==> src/rtl/sample_port_arbiter.sv <==
// rtl/sample_port_arbiter.sv - two-client read/write arbiter onto an Avalon-MM master with quantum fairness
// Optional statistics counters are built when ARB_STATS_EN is defined.
module sample_port_arbiter #(
    parameter int MAX_OUTSTANDING = 4,
    parameter int QUANTUM         = 8
) (
    input  logic        clk,
    input  logic        reset_n,
    input  logic        r_req,
    input  logic [23:0] r_addr,
    output logic        r_ack,
    output logic [31:0] r_data,
    output logic        r_valid,
    input  logic        w_req,
    input  logic [23:0] w_addr,
    input  logic [31:0] w_data,
    output logic        w_ack,
    output logic [23:0] sdaddress,
    output logic        sdread,
    output logic        sdwrite,
    output logic [31:0] sdwritedata,
    input  logic [31:0] sdreaddata,
    input  logic        sdreaddatavalid,
    input  logic        sdwaitrequest,
    output logic [2:0]  outstanding,
    input  logic        stat_clr,
    output logic [31:0] stat_rd_count,
    output logic [31:0] stat_wr_count
);

    typedef enum logic [1:0] {IDLE, OWN_RD, OWN_WR} state_t;

    state_t      state_q, state_d;
    logic [7:0]  qcnt_q, qcnt_d;
    logic        cmd_valid_q, cmd_valid_d;
    logic [23:0] sdaddress_q, sdaddress_d;
    logic        sdread_q, sdread_d;
    logic        sdwrite_q, sdwrite_d;
    logic [31:0] sdwritedata_q, sdwritedata_d;
    logic [2:0]  outstanding_q, outstanding_d;
    logic        r_valid_q, r_valid_d;
    logic [31:0] r_data_q, r_data_d;

    logic load_opp, r_elig, w_elig, grant_r, grant_w;

    always_comb begin
        load_opp = !cmd_valid_q || !sdwaitrequest;
        r_elig   = r_req && (outstanding_q < 3'(MAX_OUTSTANDING));
        w_elig   = w_req;
        grant_r  = 1'b0;
        grant_w  = 1'b0;
        state_d  = state_q;
        qcnt_d   = qcnt_q;

        if (load_opp) begin
            unique case (state_q)
                IDLE: begin
                    if (r_elig)      grant_r = 1'b1;
                    else if (w_elig) grant_w = 1'b1;
                end
                OWN_RD: begin
                    if (r_elig && (!w_elig || qcnt_q < 8'(QUANTUM))) grant_r = 1'b1;
                    else if (w_elig)                                  grant_w = 1'b1;
                end
                OWN_WR: begin
                    if (w_elig && (!r_elig || qcnt_q < 8'(QUANTUM))) grant_w = 1'b1;
                    else if (r_elig)                                  grant_r = 1'b1;
                end
                default: state_d = IDLE;
            endcase

            // A new owner's first load counts as one; an idle owner forfeits its count.
            if (grant_r) begin
                state_d = OWN_RD;
                qcnt_d  = (state_q == OWN_RD) ? ((qcnt_q == 8'hFF) ? qcnt_q : qcnt_q + 8'd1) : 8'd1;
            end else if (grant_w) begin
                state_d = OWN_WR;
                qcnt_d  = (state_q == OWN_WR) ? ((qcnt_q == 8'hFF) ? qcnt_q : qcnt_q + 8'd1) : 8'd1;
            end else begin
                qcnt_d = 8'd0;
                if (!cmd_valid_q) state_d = IDLE;
            end
        end

        r_ack = grant_r;
        w_ack = grant_w;
    end

    always_comb begin
        cmd_valid_d   = cmd_valid_q;
        sdaddress_d   = sdaddress_q;
        sdread_d      = sdread_q;
        sdwrite_d     = sdwrite_q;
        sdwritedata_d = sdwritedata_q;
        if (grant_r) begin
            cmd_valid_d = 1'b1;
            sdaddress_d = r_addr;
            sdread_d    = 1'b1;
            sdwrite_d   = 1'b0;
        end else if (grant_w) begin
            cmd_valid_d   = 1'b1;
            sdaddress_d   = w_addr;
            sdread_d      = 1'b0;
            sdwrite_d     = 1'b1;
            sdwritedata_d = w_data;
        end else if (load_opp) begin
            cmd_valid_d = 1'b0;
            sdread_d    = 1'b0;
            sdwrite_d   = 1'b0;
        end

        // Returns after a reset have no matching load, so the count floors at zero.
        outstanding_d = outstanding_q;
        if (grant_r && !sdreaddatavalid)
            outstanding_d = outstanding_q + 3'd1;
        else if (!grant_r && sdreaddatavalid && outstanding_q != 3'd0)
            outstanding_d = outstanding_q - 3'd1;

        r_valid_d = sdreaddatavalid;
        r_data_d  = sdreaddata;
    end

    always_ff @(posedge clk or negedge reset_n) begin
        if (!reset_n) begin
            state_q       <= IDLE;
            qcnt_q        <= 8'd0;
            cmd_valid_q   <= 1'b0;
            sdaddress_q   <= 24'd0;
            sdread_q      <= 1'b0;
            sdwrite_q     <= 1'b0;
            sdwritedata_q <= 32'd0;
            outstanding_q <= 3'd0;
            r_valid_q     <= 1'b0;
            r_data_q      <= 32'd0;
        end else begin
            state_q       <= state_d;
            qcnt_q        <= qcnt_d;
            cmd_valid_q   <= cmd_valid_d;
            sdaddress_q   <= sdaddress_d;
            sdread_q      <= sdread_d;
            sdwrite_q     <= sdwrite_d;
            sdwritedata_q <= sdwritedata_d;
            outstanding_q <= outstanding_d;
            r_valid_q     <= r_valid_d;
            r_data_q      <= r_data_d;
        end
    end

    assign sdaddress   = sdaddress_q;
    assign sdread      = sdread_q;
    assign sdwrite     = sdwrite_q;
    assign sdwritedata = sdwritedata_q;
    assign outstanding = outstanding_q;
    assign r_valid     = r_valid_q;
    assign r_data      = r_data_q;

`ifdef ARB_STATS_EN
    logic [31:0] stat_rd_q, stat_rd_d, stat_wr_q, stat_wr_d;
    logic        acc_rd, acc_wr;

    always_comb begin
        acc_rd    = cmd_valid_q && !sdwaitrequest && sdread_q;
        acc_wr    = cmd_valid_q && !sdwaitrequest && sdwrite_q;
        stat_rd_d = stat_rd_q;
        stat_wr_d = stat_wr_q;
        if (stat_clr) begin
            stat_rd_d = 32'd0;
            stat_wr_d = 32'd0;
        end else begin
            if (acc_rd && stat_rd_q != 32'hFFFF_FFFF) stat_rd_d = stat_rd_q + 32'd1;
            if (acc_wr && stat_wr_q != 32'hFFFF_FFFF) stat_wr_d = stat_wr_q + 32'd1;
        end
    end

    always_ff @(posedge clk or negedge reset_n) begin
        if (!reset_n) begin
            stat_rd_q <= 32'd0;
            stat_wr_q <= 32'd0;
        end else begin
            stat_rd_q <= stat_rd_d;
            stat_wr_q <= stat_wr_d;
        end
    end

    assign stat_rd_count = stat_rd_q;
    assign stat_wr_count = stat_wr_q;
`else
    logic stat_clr_unused;
    assign stat_clr_unused = stat_clr;
    assign stat_rd_count   = 32'd0;
    assign stat_wr_count   = 32'd0;
`endif

endmodule

==> config.mk <==
export PLATFORM = sky130hd
export DESIGN_NAME = sample_port_arbiter
export DESIGN_NICKNAME = d
export VERILOG_FILES = /design/src/rtl/sample_port_arbiter.sv
export SDC_FILE = /design/constraint.sdc
export NUM_CORES = 1
export LEC_CHECK = 0
export ABC_CLOCK_PERIOD_IN_PS = 2600
export CAP_MARGIN = 20
export CORE_MARGIN = 2
export CORE_UTILIZATION = 34
export DETAILED_ROUTE_END_ITERATION = 16
export GPL_TIMING_DRIVEN = 0
export PLACE_DENSITY_LB_ADDON = 0.08
export REMOVE_ABC_BUFFERS = 1
export SYNTH_ARGS = -nofsm -noshare
export SYNTH_HDL_FRONTEND = slang
export SYNTH_SLANG_ARGS = --single-unit
==> constraint.sdc <==
create_clock -name clk -period 2.6 [get_ports clk]
set_input_delay 0.39 -clock clk [delete_from_list [all_inputs] [get_ports clk]]
set_output_delay 0.39 -clock clk [all_outputs]
set_load 0.02 [all_outputs]
==> run_results.csv, run 1 <==
group,metric,value,unit
outcome,status,"completed",
pwr,p_int,4.62,mW
clocking,cts_tree,"built",
clocking,cts.path.max_buffers,2,
clocking,root_buffer,"clkbuf_16",
pwr,p_leak,3.25,nW
sta,fin_crit_sh,0.994,
critical_path,criticalPathCategory,"register to register",
critical_path,arrival,2820,ps
detailed_routing,detail-route-antenna-nets,0,
min_path,min_path_type,"input pin to asynchronous set/reset pin",
grt,gr-usage-all-layers,0.166,
final_layout,multi_input_area,0.00166,mm^2
placement,place_inst,759,
critical_path,r2r_setup_slack,20,ps
flow_run,maxCapViolCount,0,
synth,synth_seq_area_share,0.572,
detailed_routing,wl,11900,um
pwr,max-vdd-ir-drop,0.517,mV
clocking,ctsHoldBuffers,0,
placement,placed_area,0.00672,mm^2
synth,syn_avg_cell_area,12.1,um^2
die,die_h,120,um
grt,antenna_found_initial,0,
final_layout,syn_to_final_growth,56.6,%
critical_path,rr_endpoint,"outstanding[2]$_DFFE_PN0P_",
die,core,0.0132,mm^2
clocking,clk_pin_slew,70,ps
die,dieArea,0.0145,mm^2
critical_path,crit_family,"simple AND/OR/NAND/NOR gates",
pwr,combinationalPowerShare,0.467,
synth,async_reset_ff_frac,1.00,
critical_path,cp.required,2840,ps
synth,synth_top_area_share,0.572,
sta,fin_hold_ws,145,ps
critical_path,critPathLaunch,"qcnt_q[6]$_DFFE_PN0N_",
clocking,ctsHtreeMaxLevel,3,
pwr,p_sw,2.56,mW
synth,ys.warnings.count,0,
synth,synth_edf_count,0,
synth,yosysUniqueCellTypes,47,
final_layout,fin_nets,728,
synth,synth_area_leader_cell,"dfrtp_1",
sta,fin_skew,5.48,ps
critical_path,reg2reg_depth,9,
critical_path,crit_end,"outstanding[2]$_DFFE_PN0P_",
die,chipWidth,120,um
synth,syn_inst,380,
pwr,switching_share,0.357,
final_layout,fin_cells,788,
die,start_util,0.347,
critical_path,endpoint_kind,"register",
detailed_routing,drcViolationCount,0,
critical_path,cp_num_buf_inv,2,
synth,synth.cell_area,0.00460,mm^2
clocking,clkLatencyLatePin,350,ps
grt,overflow,0,
final_layout,final-seq-area,0.00263,mm^2
sta,setup_violations,0,
critical_path,max_stage_delay,510,ps
sta,min_period,2580,ps
placement,dpl.hpwl,8430,um
sta,max_freq,0.387,GHz
synth,ys_ff_latch,105,
clocking,cts_buffers,9,
grt,grt_pass1_wl,18300,um
placement,gp_congestion,0.768,
sta,slew_viol_final,0,
sta,slew-limit-headroom,0.430,
critical_path,cp_max_fo,8,
pwr,seqPwrFrac,0.349,
detailed_routing,dr_total_vias,3457,
synth,synth.area.top_cells,"dfrtp_1 (57%), buf_4 (10%), mux2_2 (7.8%)",
critical_path,start_kind,"register",
detailed_routing,drt_first_pass_iters,4,
detailed_routing,drt-initial-drc-count,153,
pwr,power_density,998,mW/mm^2
sta,worstMarginPinSlew,854,ps
final_layout,drive_gt1_frac,0.136,
final_layout,fill_cells,1149,
grt,grt_max_degree,68,
grt,grt_pass1_vias,3467,
synth,synth_top_flop_cell,"dfrtp_1",
die,rows,42,
sta,rsz0062_at_grt,"true",
pwr,p_clk_frac,0.184,
critical_path,crit_slowest_cell,"or4_4",
detailed_routing,wl_per_cell,15.2,um
sta,hold_violations,0,
critical_path,cp.depth,9,
final_layout,final_util,0.543,
sta,setup_tns,0,ps
critical_path,cp_cell_sequence,"nor3_4, a21oi_2, or4_4, buf_12, clkinv_8, nand2_4, fa_2, or3_1, a211o_1",
placement,io_buffers,213,
final_layout,design_area,0.00720,mm^2
detailed_routing,viasPerCell,4.39,
final_layout,n_antenna_cell,0,
die,pin_count,279,
critical_path,reg2reg_from,"qcnt_q[6]$_DFFE_PN0N_",
clocking,cts.sink_count,105,
cells in the final DEF (no fill, tap or decap), types with 3 or more instances in the layout:
master / n
dfrtp_2: 4
inv_1: 4
and4_1: 3
o21bai_1: 3
conb_1: 64
clkbuf_16: 9
xor2_1: 4
dfrtp_1: 101
and2_1: 3
mux2i_1: 25
mux2_2: 32
clkdlybuf4s50_1: 208
nor2_1: 33
buf_12: 4
a21oi_1: 29
dlygate4sd2_1: 3
nand2_1: 16
buf_4: 12
power by group through the flow:
stage / registers (mW) / clock network (mW) / logic [mW]
floorplan: 3.14 / 0 / 1.07
global placement: 2.51 / 0 / 3.23
detailed placement: 2.53 / 0 / 3.25
CTS: 2.51 / 1.38 / 3.40
global route: 2.58 / 1.44 / 3.59
finish: 2.51 / 1.32 / 3.36
synth_stat cells (2+ instances only):
cell,count
buf_2,11
and3_1,2
nand2_1,18
mux2i_1,25
nand4_1,2
nand3_1,2
or3_1,2
mux2_2,32
inv_1,4
a21oi_1,30
buf_4,64
xor2_1,4
and2_1,3
and4_1,3
a31o_2,2
nor2_1,33
o21ai_0,2
o21bai_1,3
nor2b_1,2
dfrtp_1,105
xnor2_1,2
a31oi_1,2
o211ai_2,2
nand2b_1,2
worst min-delay path by stage:
stage	start	end	slack (ps)	depth (start not counted)
after global placement	sdwrite$_DFFE_PN0P_	sdwrite$_DFFE_PN0P_	460	2
after global routing	reset_n	r_data[4]$_DFF_PN0_	220	1
after CTS	reset_n	sdaddress[10]$_DFFE_PN0P_	170	1
after detailed placement	sdread$_DFFE_PN0P_	sdread$_DFFE_PN0P_	480	2
after floorplan	reset_n	cmd_valid_q$_DFFE_PN0P_	90	0
final	reset_n	r_data[4]$_DFF_PN0_	150	1
cell type report:
type                            count  share of cell area
Multi-Input combinational cell    256               0.231
Tap cell                          176              0.0306
Clock buffer                       11              0.0351
Clock inverter                      5             0.00539
Inverter                            5             0.00435
Timing Repair Buffer              230               0.327
Sequential cell                   105               0.366
timing repair:
| item | in CTS | in global routing |
|---|---|---|
| gates resized for setup | 14 | 3 |
| setup endpoints to repair | 4 | 3 |
| setup buffers | 11 | 0 |
| pin swaps | 7 | 1 |
| gates cloned | 2 | 0 |
layer usage:
| layer | routed length [um] | vias up | track usage |
|---|---|---|---|
| li1 | - | 1615 | - |
| met2 | 5990 | 179 | 0.283 |
| met3 | 1440 | 11 | 0.0854 |
| met5 | 0 | - | 0 |
| met1 | 4330 | 1652 | 0.175 |
| met4 | 187 | 0 | 0.0654 |
through the flow:
step / setup slack, ps / power [mW]
6_report: 15.4 / 7.18
4_1_cts: 2.44 / 7.29
2_1_floorplan: -1170 / 4.21
3_3_place_gp: -2990 / 5.74
5_1_grt: -60.7 / 7.62
3_5_place_dp: -1030 / 5.78
sequential cells by signal, summed over array words and instances, names as in the netlist:
name	flops
qcnt_q	8
sdaddress	24
r_data	32
cmd_valid_q	1
state_q	2
sdread	1
sdwritedata	32
sdwrite	1
outstanding	3
r_valid	1
cells by family after synthesis:
group	Yosys count	share of synthesized area
DFF	105	0.572
buffers and inverters	82	0.127
and+or+nand+nor	74	0.0765
muxes	57	0.133
AOI/OAI and AO/OA	53	0.0730
xor gates and xnor gates	6	0.0114
adders and majority gates	2	0.00708
other	1	0.000816
Power figures use the tool's default switching activity.
==> inputs of run 2 (changes only) <==
--- a/config.mk
+++ b/config.mk
@@ -13,6 +13,7 @@
 export GPL_TIMING_DRIVEN = 0
 export PLACE_DENSITY_LB_ADDON = 0.08
 export REMOVE_ABC_BUFFERS = 1
+export SLEW_MARGIN = 20
 export SYNTH_ARGS = -nofsm -noshare
 export SYNTH_HDL_FRONTEND = slang
 export SYNTH_SLANG_ARGS = --single-unit
==> run 2 against run 1 <==
Net effect:
- sequential power is essentially flat
- non-clock buffer count is 3 higher
- core utilization increased by 0.45 points
- via count increased by 1.8%
- critical path depth fell by 1
- routed wire length up 0.49%
- highest routed layer unchanged
==> run_results.csv, run 2 (same netlist as run 1, synthesis figures left out) <==
group,metric,value,unit
sta,fin_crit_sh,0.991,
placement,pre_cts_ws,-1170,ps
final_layout,fin_nets,732,
die,core,0.0132,mm^2
final_layout,final_common_cell,"clkdlybuf4s50_1",
die,die_h,120,um
clocking,cts_buffers,9,
sta,setup_ws,23.9,ps
final_layout,fin_cells,791,
grt,antenna_found_initial,0,
grt,gr-usage-all-layers,0.169,
sta,setup_violations,0,
clocking,cts.sink_count,105,
min_path,min_path_type,"input pin to register",
sta,max_freq,0.388,GHz
die,pin_count,279,
sta,min_period,2580,ps
outcome,status,"completed",
final_layout,design_area,0.00726,mm^2
pwr,max-vdd-ir-drop,0.436,mV
detailed_routing,drcViolationCount,0,
detailed_routing,wl_per_cell,15.2,um
die,rows,42,
detailed_routing,wl,12000,um
die,dieArea,0.0145,mm^2
clocking,root_buffer,"clkbuf_16",
grt,grt_pass1_vias,3550,
placement,io_buffers,213,
critical_path,arrival,2800,ps
placement,dpl.hpwl,8500,um
clocking,clk_pin_slew,70,ps
sta,hold_violations,0,
die,chipWidth,120,um
detailed_routing,drt_first_pass_iters,4,
final_layout,final_util,0.548,
die,start_util,0.347,
pwr,p_leak,3.26,nW
grt,overflow,0,
critical_path,start_kind,"register",
placement,place_inst,760,
detailed_routing,dr_total_vias,3518,
detailed_routing,viasPerCell,4.45,
critical_path,endpoint_kind,"register",
final_layout,syn_to_final_growth,57.9,%
clocking,cts_tree,"built",
detailed_routing,drt-initial-drc-count,108,
detailed_routing,detail-route-antenna-nets,0,
final_layout,layout_common_cells,"clkdlybuf4s50_1 (208), dfrtp_1 (101), conb_1 (64)",
final_layout,drive_gt1_frac,0.133,
flow_run,maxCapViolCount,0,
critical_path,cp.required,2830,ps
grt,grt_max_degree,73,
pwr,power_density,1010,mW/mm^2
clocking,ctsHtreeMaxLevel,3,
pwr,finalPower,7.31,mW
critical_path,cp_max_fo,4,
grt,grt_pass1_wl,18600,um
sta,fin_skew,6.36,ps
clocking,clkLatencyLatePin,340,ps
placement,gp_congestion,0.768,
clocking,cts.path.max_buffers,2,
sta,rsz0062_at_grt,"true",
sta,slew_viol_final,0,
critical_path,criticalPathCategory,"register to register",
placement,placed_area,0.00678,mm^2
final_layout,n_antenna_cell,0,
-- run 2: final timing paths --
kind                                            start  cells past startpoint  slack (ps)                          end
worst max-delay path            qcnt_q[6]$_DFFE_PN0N_                      8          20   outstanding[2]$_DFFE_PN0P_
worst min-delay path                   sdreaddata[25]                      1         480         r_data[25]$_DFF_PN0_
worst max register to register  qcnt_q[6]$_DFFE_PN0N_                      8          20   outstanding[2]$_DFFE_PN0P_
worst min register to register    sdwrite$_DFFE_PN0P_                      2         490          sdwrite$_DFFE_PN0P_
max in group asynchronous                     reset_n                      3        1440  sdwritedata[17]$_DFFE_PN0P_
min in group asynchronous                     reset_n                      2         490          r_data[4]$_DFF_PN0_
-- run 2: layout make-up --
type	instances	area, um^2
Fill cell	1137	5990
Sequential cell	105	2630
Timing Repair Buffer	233	2390
Multi-Input combinational cell	257	1670
Clock buffer	12	246
Tap cell	176	220
Clock inverter	3	65.1
Inverter	5	31.3
-- run 2: where the power goes --
part / switching [mW] / internal, mW / total [mW] / leakage (nW)
clock network: 0.568 / 0.864 / 1.43 / 0.153
logic: 1.62 / 1.74 / 3.36 / 1.88
registers: 0.336 / 2.18 / 2.52 / 1.23
total: 2.53 / 4.78 / 7.31 / 3.26
-- run 2: repair_timing --
item / in CTS / in global routing
buffers inserted: 13 / 1
hold buffers: 1 / 0
gates cloned: 2 / 0
pin swaps: 8 / 5
resized for setup: 16 / 1
hold endpoints to repair: 33 / 0
setup endpoints to repair: 16 / 15
-- run 2: through the flow --
stage | setup TNS [ps] | hold WS, ps
6_report | 0 | 478
5_1_grt | -119 | 462
4_1_cts | 0 | 461
3_5_place_dp | -11070 | 293
3_3_place_gp | -440310 | 461
2_1_floorplan | -47410 | 94.4
-- run 2: worst max-delay path: stages (launching register included) --
cell,delay [ps]
dfrtp_2,420
nor3_4,250
a21oi_2,100
or4_4,610
clkinv_8,80
nand2_4,40
fa_2,340
or3_1,360
a211o_1,260
-- run 2: metal layers --
metal  part of all wire  routed length, um  GRT usage  vias up
met3               0.11               1340     0.0764       23
met1               0.37               4420      0.189     1686
li1                   -                  -          -     1630
met2               0.49               5880      0.270      179
met4              0.031                370     0.0887        0
met5                  0                  0          0        -
